$ cat src/rtl/maxnet_pkg.sv
// Shared widths, state encoding and default weights for the MaxNet controller.
package maxnet_pkg;

    localparam int unsigned X_W    = 5;
    localparam int unsigned PROD_W = 10;
    localparam int unsigned SUM_W  = 12;
    localparam int unsigned N_PU   = 4;
    localparam int unsigned ITER_W = 4;
    localparam int unsigned IDX_W  = 2;

    // Q1.4 signed: +15/16 on the diagonal, -2/16 off the diagonal
    localparam logic [X_W-1:0] W_SELF_DEF = 5'b01111;
    localparam logic [X_W-1:0] W_INH_DEF  = 5'b11110;

    typedef enum logic [2:0] {
        ST_IDLE,
        ST_LOAD,
        ST_RUN,
        ST_WAIT,
        ST_CAPTURE,
        ST_CHECK,
        ST_DONE
    } state_t;

endpackage

$ cat src/rtl/maxnet_if.sv
// Controller <-> PU / host bundle for the 4-neuron MaxNet.
interface maxnet_if;
    import maxnet_pkg::*;

    logic                             start;
    logic [N_PU-1:0][X_W-1:0]         x_in;
    logic [N_PU-1:0][SUM_W-1:0]       pu_out;
    logic [N_PU-1:0][X_W-1:0]         pu_x;
    logic [X_W-1:0]                   w_self;
    logic [X_W-1:0]                   w_inh;
    logic                             busy;
    logic                             done;
    logic                             found;
    logic [IDX_W-1:0]                 winner;
    logic [ITER_W-1:0]                iter_count;

    // controller side
    modport master (
        input  start, x_in, pu_out,
        output pu_x, w_self, w_inh, busy, done, found, winner, iter_count
    );

    // host / PU side
    modport slave (
        output start, x_in, pu_out,
        input  pu_x, w_self, w_inh, busy, done, found, winner, iter_count
    );

endinterface

$ cat src/rtl/maxnet_relu_trunc.sv
// ReLU plus saturating truncation of a Q4.8 PU sum back to a Q1.4 activation.
module relu_trunc
    import maxnet_pkg::*;
(
    input  logic [SUM_W-1:0] v,
    output logic [X_W-1:0]   res_c
);

    // negative -> 0, integer part set -> max positive, else drop low fraction bits
    always_comb begin
        res_c = '0;
        if (v[SUM_W-1]) begin
            res_c = '0;
        end else if (v[10:8] != 3'd0) begin
            res_c = 5'b01111;
        end else begin
            res_c = {1'b0, v[7:4]};
        end
    end

endmodule

$ cat src/rtl/maxnet_ctrl.sv
// MaxNet iteration controller: loads activations, iterates PU sums, reports winner.
module maxnet_ctrl
    import maxnet_pkg::*;
#(
    parameter int unsigned    MAX_ITER = 15,
    parameter logic [X_W-1:0] W_SELF   = W_SELF_DEF,
    parameter logic [X_W-1:0] W_INH    = W_INH_DEF
) (
    input  logic     clk,
    input  logic     rst,
    maxnet_if.master bus
);

    state_t                   state, state_nx;
    logic [N_PU-1:0][X_W-1:0] x_q, x_nx, relu_c;
    logic [ITER_W-1:0]        iter_q, iter_nx;
    logic                     found_q, found_nx;
    logic [IDX_W-1:0]         win_q, win_nx;
    logic                     busy_q, busy_nx;
    logic                     done_q, done_nx;
    logic [2:0]               nz_c;
    logic [IDX_W-1:0]         idx_c;

    // one saturating ReLU per neuron
    for (genvar g = 0; g < N_PU; g++) begin : g_relu
        relu_trunc u_relu (
            .v     (bus.pu_out[g]),
            .res_c (relu_c[g])
        );
    end

    // count of surviving neurons and index of the (last) survivor
    always_comb begin
        nz_c  = '0;
        idx_c = '0;
        for (int i = 0; i < N_PU; i++) begin
            if (x_q[i] != '0) begin
                nz_c  = nz_c + 3'd1;
                idx_c = IDX_W'(i);
            end
        end
    end

    // state register
    always_ff @(posedge clk or negedge rst) begin
        if (!rst) state <= ST_IDLE;
        else      state <= state_nx;
    end

    // next state and next register values
    always_comb begin
        state_nx = state;
        x_nx     = x_q;
        iter_nx  = iter_q;
        found_nx = found_q;
        win_nx   = win_q;
        case (state)
            ST_IDLE: if (bus.start) state_nx = ST_LOAD;
            ST_LOAD: begin
                x_nx     = bus.x_in;
                iter_nx  = '0;
                found_nx = 1'b0;
                win_nx   = '0;
                state_nx = ST_CHECK;
            end
            ST_RUN:  state_nx = ST_WAIT;
            ST_WAIT: state_nx = ST_CAPTURE;
            ST_CAPTURE: begin
                x_nx     = relu_c;
                iter_nx  = iter_q + ITER_W'(1);
                state_nx = ST_CHECK;
            end
            ST_CHECK: begin
                if (nz_c == 3'd1) begin
                    found_nx = 1'b1;
                    win_nx   = idx_c;
                    state_nx = ST_DONE;
                end else if (nz_c == 3'd0) begin
                    state_nx = ST_DONE;
                end else if (iter_q == ITER_W'(MAX_ITER)) begin
                    state_nx = ST_DONE;
                end else begin
                    state_nx = ST_RUN;
                end
            end
            ST_DONE: if (bus.start) state_nx = ST_LOAD;
            default: state_nx = ST_IDLE;
        endcase
        busy_nx = (state_nx != ST_IDLE) && (state_nx != ST_DONE);
        done_nx = (state_nx == ST_DONE);
    end

    // registered datapath and status outputs
    always_ff @(posedge clk or negedge rst) begin
        if (!rst) begin
            x_q     <= '0;
            iter_q  <= '0;
            found_q <= 1'b0;
            win_q   <= '0;
            busy_q  <= 1'b0;
            done_q  <= 1'b0;
        end else begin
            x_q     <= x_nx;
            iter_q  <= iter_nx;
            found_q <= found_nx;
            win_q   <= win_nx;
            busy_q  <= busy_nx;
            done_q  <= done_nx;
        end
    end

    assign bus.pu_x       = x_q;
    assign bus.w_self     = W_SELF;
    assign bus.w_inh      = W_INH;
    assign bus.busy       = busy_q;
    assign bus.done       = done_q;
    assign bus.found      = found_q;
    assign bus.winner     = win_q;
    assign bus.iter_count = iter_q;

endmodule

$ cat src/flat_wrapper.sv
// flat-port wrapper written by rule: the top's interface ports become plain ports
module maxnet_ctrl_flat import maxnet_pkg::*;
#(
    parameter int unsigned    MAX_ITER = 15,
    parameter logic [X_W-1:0] W_SELF   = W_SELF_DEF,
    parameter logic [X_W-1:0] W_INH    = W_INH_DEF
)
  (clk, rst, bus_start, bus_x_in, bus_pu_out, bus_pu_x, bus_w_self, bus_w_inh, bus_busy, bus_done, bus_found, bus_winner, bus_iter_count);
  maxnet_if bus_i ();
  input  logic clk;
  input  logic rst;
  input wire logic [$bits(bus_i.start)-1:0] bus_start;
  input wire logic [$bits(bus_i.x_in)-1:0] bus_x_in;
  input wire logic [$bits(bus_i.pu_out)-1:0] bus_pu_out;
  output wire logic [$bits(bus_i.pu_x)-1:0] bus_pu_x;
  output wire logic [$bits(bus_i.w_self)-1:0] bus_w_self;
  output wire logic [$bits(bus_i.w_inh)-1:0] bus_w_inh;
  output wire logic [$bits(bus_i.busy)-1:0] bus_busy;
  output wire logic [$bits(bus_i.done)-1:0] bus_done;
  output wire logic [$bits(bus_i.found)-1:0] bus_found;
  output wire logic [$bits(bus_i.winner)-1:0] bus_winner;
  output wire logic [$bits(bus_i.iter_count)-1:0] bus_iter_count;
  assign bus_i.start = bus_start;
  assign bus_i.x_in = bus_x_in;
  assign bus_i.pu_out = bus_pu_out;
  assign bus_pu_x = bus_i.pu_x;
  assign bus_w_self = bus_i.w_self;
  assign bus_w_inh = bus_i.w_inh;
  assign bus_busy = bus_i.busy;
  assign bus_done = bus_i.done;
  assign bus_found = bus_i.found;
  assign bus_winner = bus_i.winner;
  assign bus_iter_count = bus_i.iter_count;
  maxnet_ctrl #(.MAX_ITER(MAX_ITER), .W_SELF(W_SELF), .W_INH(W_INH)) u_core (.clk(clk), .rst(rst), .bus(bus_i));
endmodule
$ cat config.mk
export PLATFORM = sky130hd
export DESIGN_NAME = maxnet_ctrl_flat
export DESIGN_NICKNAME = d
export VERILOG_FILES = /design/src/rtl/maxnet_pkg.sv /design/src/rtl/maxnet_if.sv /design/src/rtl/maxnet_relu_trunc.sv /design/src/rtl/maxnet_ctrl.sv /design/src/flat_wrapper.sv
export SDC_FILE = /design/constraint.sdc
export NUM_CORES = 1
export LEC_CHECK = 0
export ABC_CLOCK_PERIOD_IN_PS = 3400
export CAP_MARGIN = 20
export CORE_ASPECT_RATIO = 1.5
export CORE_MARGIN = 3
export CORE_UTILIZATION = 39
export DETAILED_ROUTE_END_ITERATION = 10
export GPL_ROUTABILITY_DRIVEN = 0
export PLACE_DENSITY_LB_ADDON = 0.12
export SETUP_SLACK_MARGIN = 0.4
export SLEW_MARGIN = 40
export SYNTH_ARGS = -nofsm -noshare
export SYNTH_HDL_FRONTEND = slang
export SYNTH_HIERARCHICAL = 1
export SYNTH_SLANG_ARGS = --single-unit
$ cat constraint.sdc
create_clock -name clk -period 3.4 [get_ports clk]
set_input_delay 1.02 -clock clk [delete_from_list [all_inputs] [get_ports clk]]
set_output_delay 1.02 -clock clk [all_outputs]
set_load 0.02 [all_outputs]
Yosys cells after proc, flatten, opt, wreduce, memory -nomap -nowiden
Cells that the tools add are included.

Bits in registers: 32. Bits of input ports: 71. Output and inout bits: 39. Logic and storage cells: 68.

Add/sub/neg operators: 4. Equal/unequal tests: 11. Multiplexer cells: 26. Reduce and logical (&&, ||, !) cells: 17.

Operator list (number): $pmux 20 s2 (1); $mux 4 (8); $mux 3 (7); $reduce_bool 5->1 (4); $pmux 3 s5 (1); $reduce_bool 3->1 (5); $eq 3x3->1 const B (4); $pmux 4 s2 (1); $add 3x1->3 const B (2); $eq 3x1->1 const B (2); $eq 3x2->1 const B (2); $logic_not 3->1 (2); $mux 2 (3); $add 4x1->4 const B (1); $eq 4x4->1 const B (1); $pmux 2 s2 (1); $reduce_bool 2->1 (2); $reduce_or 2->1 (2); $mux 1 (3); $ne 3x3->1 const B (1); $add 1x1->2 const B (1); $ne 2x1->1 const B (1); $pmux 1 s2 (1); $reduce_and 2->1 (1); $logic_and 1x1->1 (1).

Logic depth before layout (Yosys ltp)
Depth in word-level cells: 14. Gate-level depth with buffers: 12. Gate-level depth less buffers: 12.

Modules after synthesis
The synthesis kept the hierarchy.

Modules (own cells, without submodules): maxnet_ctrl (times used 1, cells an instance 195, area an instance 1806.7 µm², sequential area each 800.8 µm²); relu_trunc (times used 4, cells an instance 11, area an instance 52.6 µm², sequential area each 0.0 µm²).

Worst setup path after synthesis
No wires, ideal clock.

Kind: register -> register. Start: register u_core.x_q, in the netlist u_core/bus.pu_x[6]. End: register u_core.win_q[0], in the netlist u_core/bus.winner[0]. Setup time: 0.131 ns. Data arrival time: 2.544 ns. Data required time: 3.269 ns. Slack: 0.726 ns. Stages on the path, launching flop included: 13. Path buffers: 0. Clock period less this slack: 2.674 ns. Cell sequence: dfrtp_1 -> nor3_1 -> nand2_1 -> inv_1 -> ha_1 -> or3_4 -> and2_2 -> ha_1 -> nor2_1 -> o21ai_0 -> mux2i_1 -> o221ai_2 -> mux2i_1.

Longest elaborated chain between the ends: 9. Elaborated cells on any way between the ends: 14. Those cells by class: 2 x add/sub; 2 x eq/ne; 8 x mux; 2 x reduce/logical.

RTL lines: from (decl) (RTL line maxnet_ctrl.sv:15) `logic [N_PU-1:0][X_W-1:0] x_q, x_nx, relu_c;`; from (signal assigned) (RTL line maxnet_ctrl.sv:103) `x_q <= x_nx;`; $reduce_bool 5->1 * (RTL line maxnet_ctrl.sv:37) `if (x_q[i] != '0) begin`; $mux 3 (RTL line maxnet_ctrl.sv:37); $add 3x1->3 (RTL line maxnet_ctrl.sv:38) `nz_c = nz_c + 3'd1;`; $mux 3 (RTL line maxnet_ctrl.sv:37); $add 3x1->3 (RTL line maxnet_ctrl.sv:38); $mux 3 (RTL line maxnet_ctrl.sv:37); $eq 3x1->1 (RTL line maxnet_ctrl.sv:74) `if (nz_c == 3'd1) begin`; $ne 2x1->1 (no line); $reduce_and 2->1 (no line); to (signal assigned) (RTL line maxnet_ctrl.sv:106) `win_q <= win_nx;`; to (decl) (RTL line maxnet_ctrl.sv:18) `logic [IDX_W-1:0] win_q, win_nx;`.

Mark *: on every way between the ends. The rest lies on a longest branch, timed or not. The select of a mux whose other input is x is not followed. A chain may end at the register's enable or synchronous reset.

Worst setup path in the final report
Start: register u_core.x_q, in the netlist u_core/bus.pu_x[6]. End: register u_core.busy_q, in the netlist u_core/bus.busy.

Longest elaborated chain between the ends: 12. Elaborated cells on any way between the ends: 14. Those cells by class: 2 x add/sub; 2 x eq/ne; 6 x mux; 4 x reduce/logical.

RTL lines: $reduce_bool 5->1 * (RTL line maxnet_ctrl.sv:37); $mux 3 * (RTL line maxnet_ctrl.sv:37); $add 3x1->3 (RTL line maxnet_ctrl.sv:38); $mux 3 * (RTL line maxnet_ctrl.sv:37); $add 3x1->3 (RTL line maxnet_ctrl.sv:38); $mux 3 * (RTL line maxnet_ctrl.sv:37); $logic_not 3->1 (RTL line maxnet_ctrl.sv:78) `end else if (nz_c == 3'd0) begin`; $mux 3 (RTL line maxnet_ctrl.sv:78); $mux 3 * (RTL line maxnet_ctrl.sv:74); $pmux 3 s5 * (RTL line maxnet_ctrl.sv:57) `case (state)`; $ne 3x3->1 or $reduce_bool 3->1 (tied branches) (RTL line maxnet_ctrl.sv:89) `busy_nx = (state_nx != ST_IDLE) && (state_nx != ST_DONE);`; $logic_and 1x1->1 * (RTL line maxnet_ctrl.sv:89); via u_core.busy_nx (RTL line maxnet_ctrl.sv:19) `logic busy_q, busy_nx;`; to (signal assigned) (RTL line maxnet_ctrl.sv:107) `busy_q <= busy_nx;`; to (decl) (RTL line maxnet_ctrl.sv:19).

Mark *: on every way through the listed nets, which the timed path passes. The rest lies on a longest branch.

==> run metrics <==
area of placed instances=2840 um^2; Clock Latency Late Sink=0.28 ns; Root Driver=clkbuf_8; number of synthesized flops with an enable pin=0; final instance area=between 3000 and 4000 um^2; DRC=0; FF-to-FF End=u_core/bus.busy$_DFF_PN0_; kind of end point of the critical path=flop; area of the multi-input gates=1130 um^2; Seq/Total Area, Yosys=0.397; Post-Syn Area=2020 um^2; Final nets=398; HP Class=reg -> reg; worst r2r src=u_core/bus.pu_x[6]$_DFFE_PN0P_; Worst slew margin=0.567; top cell type by total area after synthesis=dfrtp_1; first-pass GRT wire length=about 8400 um; critical path peak fanout=4; Final Critical Period=2.84 ns; WP data required=3.61 ns; Worst Hold Path EP=u_core/bus.found$_DFFE_PN0P_; deepest clock path buffer count=2; pwr/cell area=845 nW/um^2; die area=6090 um^2; area grow syn2layout=50.1%; RSZ-0062 raised after global routing=no; ratio of final minimum period to clock period=0.835; Post-DRT Antenna Nets=0; routed wire length=5310 um; WL/cell=13.6 um; FP Rows=31; Crit Path Category=reg -> reg; vias=1920; DRT Pass-1 Iters=4; vias per cell=4.92; synthesized area per cell=around 8.4 um^2; share of cells above drive strength 1=0.108; num ports=110; Mapped Cells=239; # port buffers=83; Die X=~65 um; count of final max-slew check failures=0; status=finished clean; CP Launch Type=flop; Synth top cells by count=32 x dfrtp_1, 30 x nand2_1, 28 x o21ai_0, 26 x a21oi_1, 24 x nor2_1; Seq cells post-synth=32; Top FF cell, synth=dfrtp_1; Slew @ Worst Pin=0.644 ns; hold path startpoint=u_core/bus.found$_DFFE_PN0P_; Synth top area share=0.397; most common cell in the netlist=dfrtp_1; LEAKAGE=1.36 nW; overall global routing resource usage=0.178; yosys synthesis warning count=6; CTS tree=done; asr flop ratio synth=1.00; Core Area=around 5000 um^2; initial antenna violation count=0; VDD IR max=0.336 mV; Initial DRC Count=78; final setup fails=0; Inserted Clock Buffers=5; CTS Hold Bufs=0; Setup crit start=u_core/bus.pu_x[6]$_DFFE_PN0P_; H-tree Lvls=2; Reg clk slew, reported paths=0.07 ns; total area of sequential cells=801 um^2; clock sink count=32; Max Clk Rate=0.352 GHz; Initial Utilization=0.409; Fin. Hold Viols=0; reg2reg setup slack=0.56 ns; DP HPWL=3960 um; CP arrival=approximately 3.1 ns; final worst clock skew=~0.0082 ns; Register-to-Register Path Depth=13; synth unique cells=36; ANT cells=0; hold-critical path depth=2; maxcap violations=0; Sum Neg Setup Slack=0 ns; largest cells by area after synthesis=dfrtp_1 40%, mux2i_1 11%, o21ai_0 6.9%; FILL cells=448; Die H=approximately 94 um; vias in the first global route=~1900; largest net degree at the start of global routing=37; GRT overflow=0
## critical path: stages, from the launching register on
cell and delay (ns):
dfrtp_1 0.40, nor3_2 0.18, nand2_1 0.10, inv_1 0.11, ha_4 0.22, or3_4 0.37
and2_2 0.20, ha_1 0.29, nor2b_1 0.04, o21ai_0 0.07, mux2i_1 0.09, buf_4 0.16
a311oi_4 0.34, o21a_1 0.19
## cell families (layout without fill, tap and decap cells)
kind of cell / after synthesis / after routing / share of synthesized area
AND/OR/NAND/NOR: 78 / 78 / 0.185
AO/OA/AOI/OAI: 68 / 68 / 0.192
flip-flops: 32 / 32 / 0.397
buffers and inverters: 29 / 106 / 0.0813
multiplexers: 22 / 22 / 0.109
other: 6 / 14 / 0.0112
adder cells (fa/ha/maj): 4 / 4 / 0.0248
## worst max-delay path by stage
stage / slack [ns] / depth (start not counted) / endpoint
6_report: 0.56 / 13 / u_core/bus.busy$_DFF_PN0_
5_1_grt: 0.41 / 13 / u_core/bus.done$_DFF_PN0_
4_1_cts: 0.48 / 12 / u_core/bus.done$_DFF_PN0_
3_5_place_dp: 0.42 / 12 / u_core/state[2]$_DFF_PN0_
3_3_place_gp: 0.45 / 12 / u_core/state[2]$_DFF_PN0_
2_1_floorplan: 0.73 / 12 / u_core/bus.winner[0]$_DFFE_PN0P_
## cells in the final DEF (no fill, tap or decap), types with 2 or more instances in the layout
| master | Yosys | final |
|---|---|---|
| or4_4 | 2 | 2 |
| dfrtp_1 | 32 | 32 |
| nor2_2 | 4 | 4 |
| nand2_1 | 30 | 30 |
| a21o_1 | 2 | 2 |
| a22oi_1 | 2 | 2 |
| ha_1 | 4 | 3 |
| nor2_1 | 24 | 24 |
| buf_4 | 14 | 10 |
| mux2i_1 | 22 | 22 |
| nand2b_1 | 3 | 3 |
| a31oi_1 | 2 | 2 |
| conb_1 | 6 | 14 |
| clkbuf_8 | 0 | 6 |
| inv_1 | 5 | 5 |
| a21oi_1 | 26 | 26 |
| nor2b_1 | 2 | 2 |
| nor3_2 | 0 | 3 |
| o21ai_0 | 28 | 27 |
| clkdlybuf4s50_1 | 0 | 83 |
| clkinv_2 | 0 | 2 |
| nor4_1 | 2 | 2 |
## flip-flops by register name, indices dropped and copies added, names as in the netlist
signal                 flops
u_core/bus.pu_x           20
u_core/bus.iter_count      4
u_core/state               3
u_core/bus.winner          2
u_core/bus.busy            1
u_core/bus.done            1
u_core/bus.found           1
## per-layer routing
metal	GRT usage	routed length [um]
met1	0.177	1940
met2	0.339	2970
met3	0.0443	303
met4	0.0758	97
met5	0	0
## metrics by stage
stage	utilization	instances	hold slack (ns)	worst slack [ns]	power, mW
finish	0.615	390	0.489	0.562	2.56
global placement	0.577	375	0.462	0.452	2.10
floorplan	-	247	0.584	0.726	1.59
CTS	0.597	383	0.487	0.481	2.46
detailed placement	0.577	375	0.469	0.415	2.14
global route	0.615	390	0.518	0.413	2.76
## report_power, final
group	leakage, nW	internal (mW)	total (mW)	switching (mW)
sequential	0.398	0.557	0.762	0.205
combinational	0.911	0.731	1.49	0.763
clock	0.0510	0.161	0.303	0.142
total	1.36	1.45	2.56	1.11
## repair_timing
| action | 4_1_cts | 5_1_grt |
|---|---|---|
| setup buffers | 0 | 7 |
| endpoints found under the setup margin | 1 | 5 |
| pin swaps | 0 | 6 |
| gates resized for setup | 1 | 5 |
## layout make-up
type | instances | share of cell area
Inverter | 5 | 0.00620
Clock inverter | 2 | 0.00331
Multi-Input combinational cell | 186 | 0.372
Clock buffer | 6 | 0.0273
Timing Repair Buffer | 93 | 0.299
Sequential cell | 32 | 0.264
Tap cell | 66 | 0.0273
Note: power is estimated with default switching activity, not from simulation.
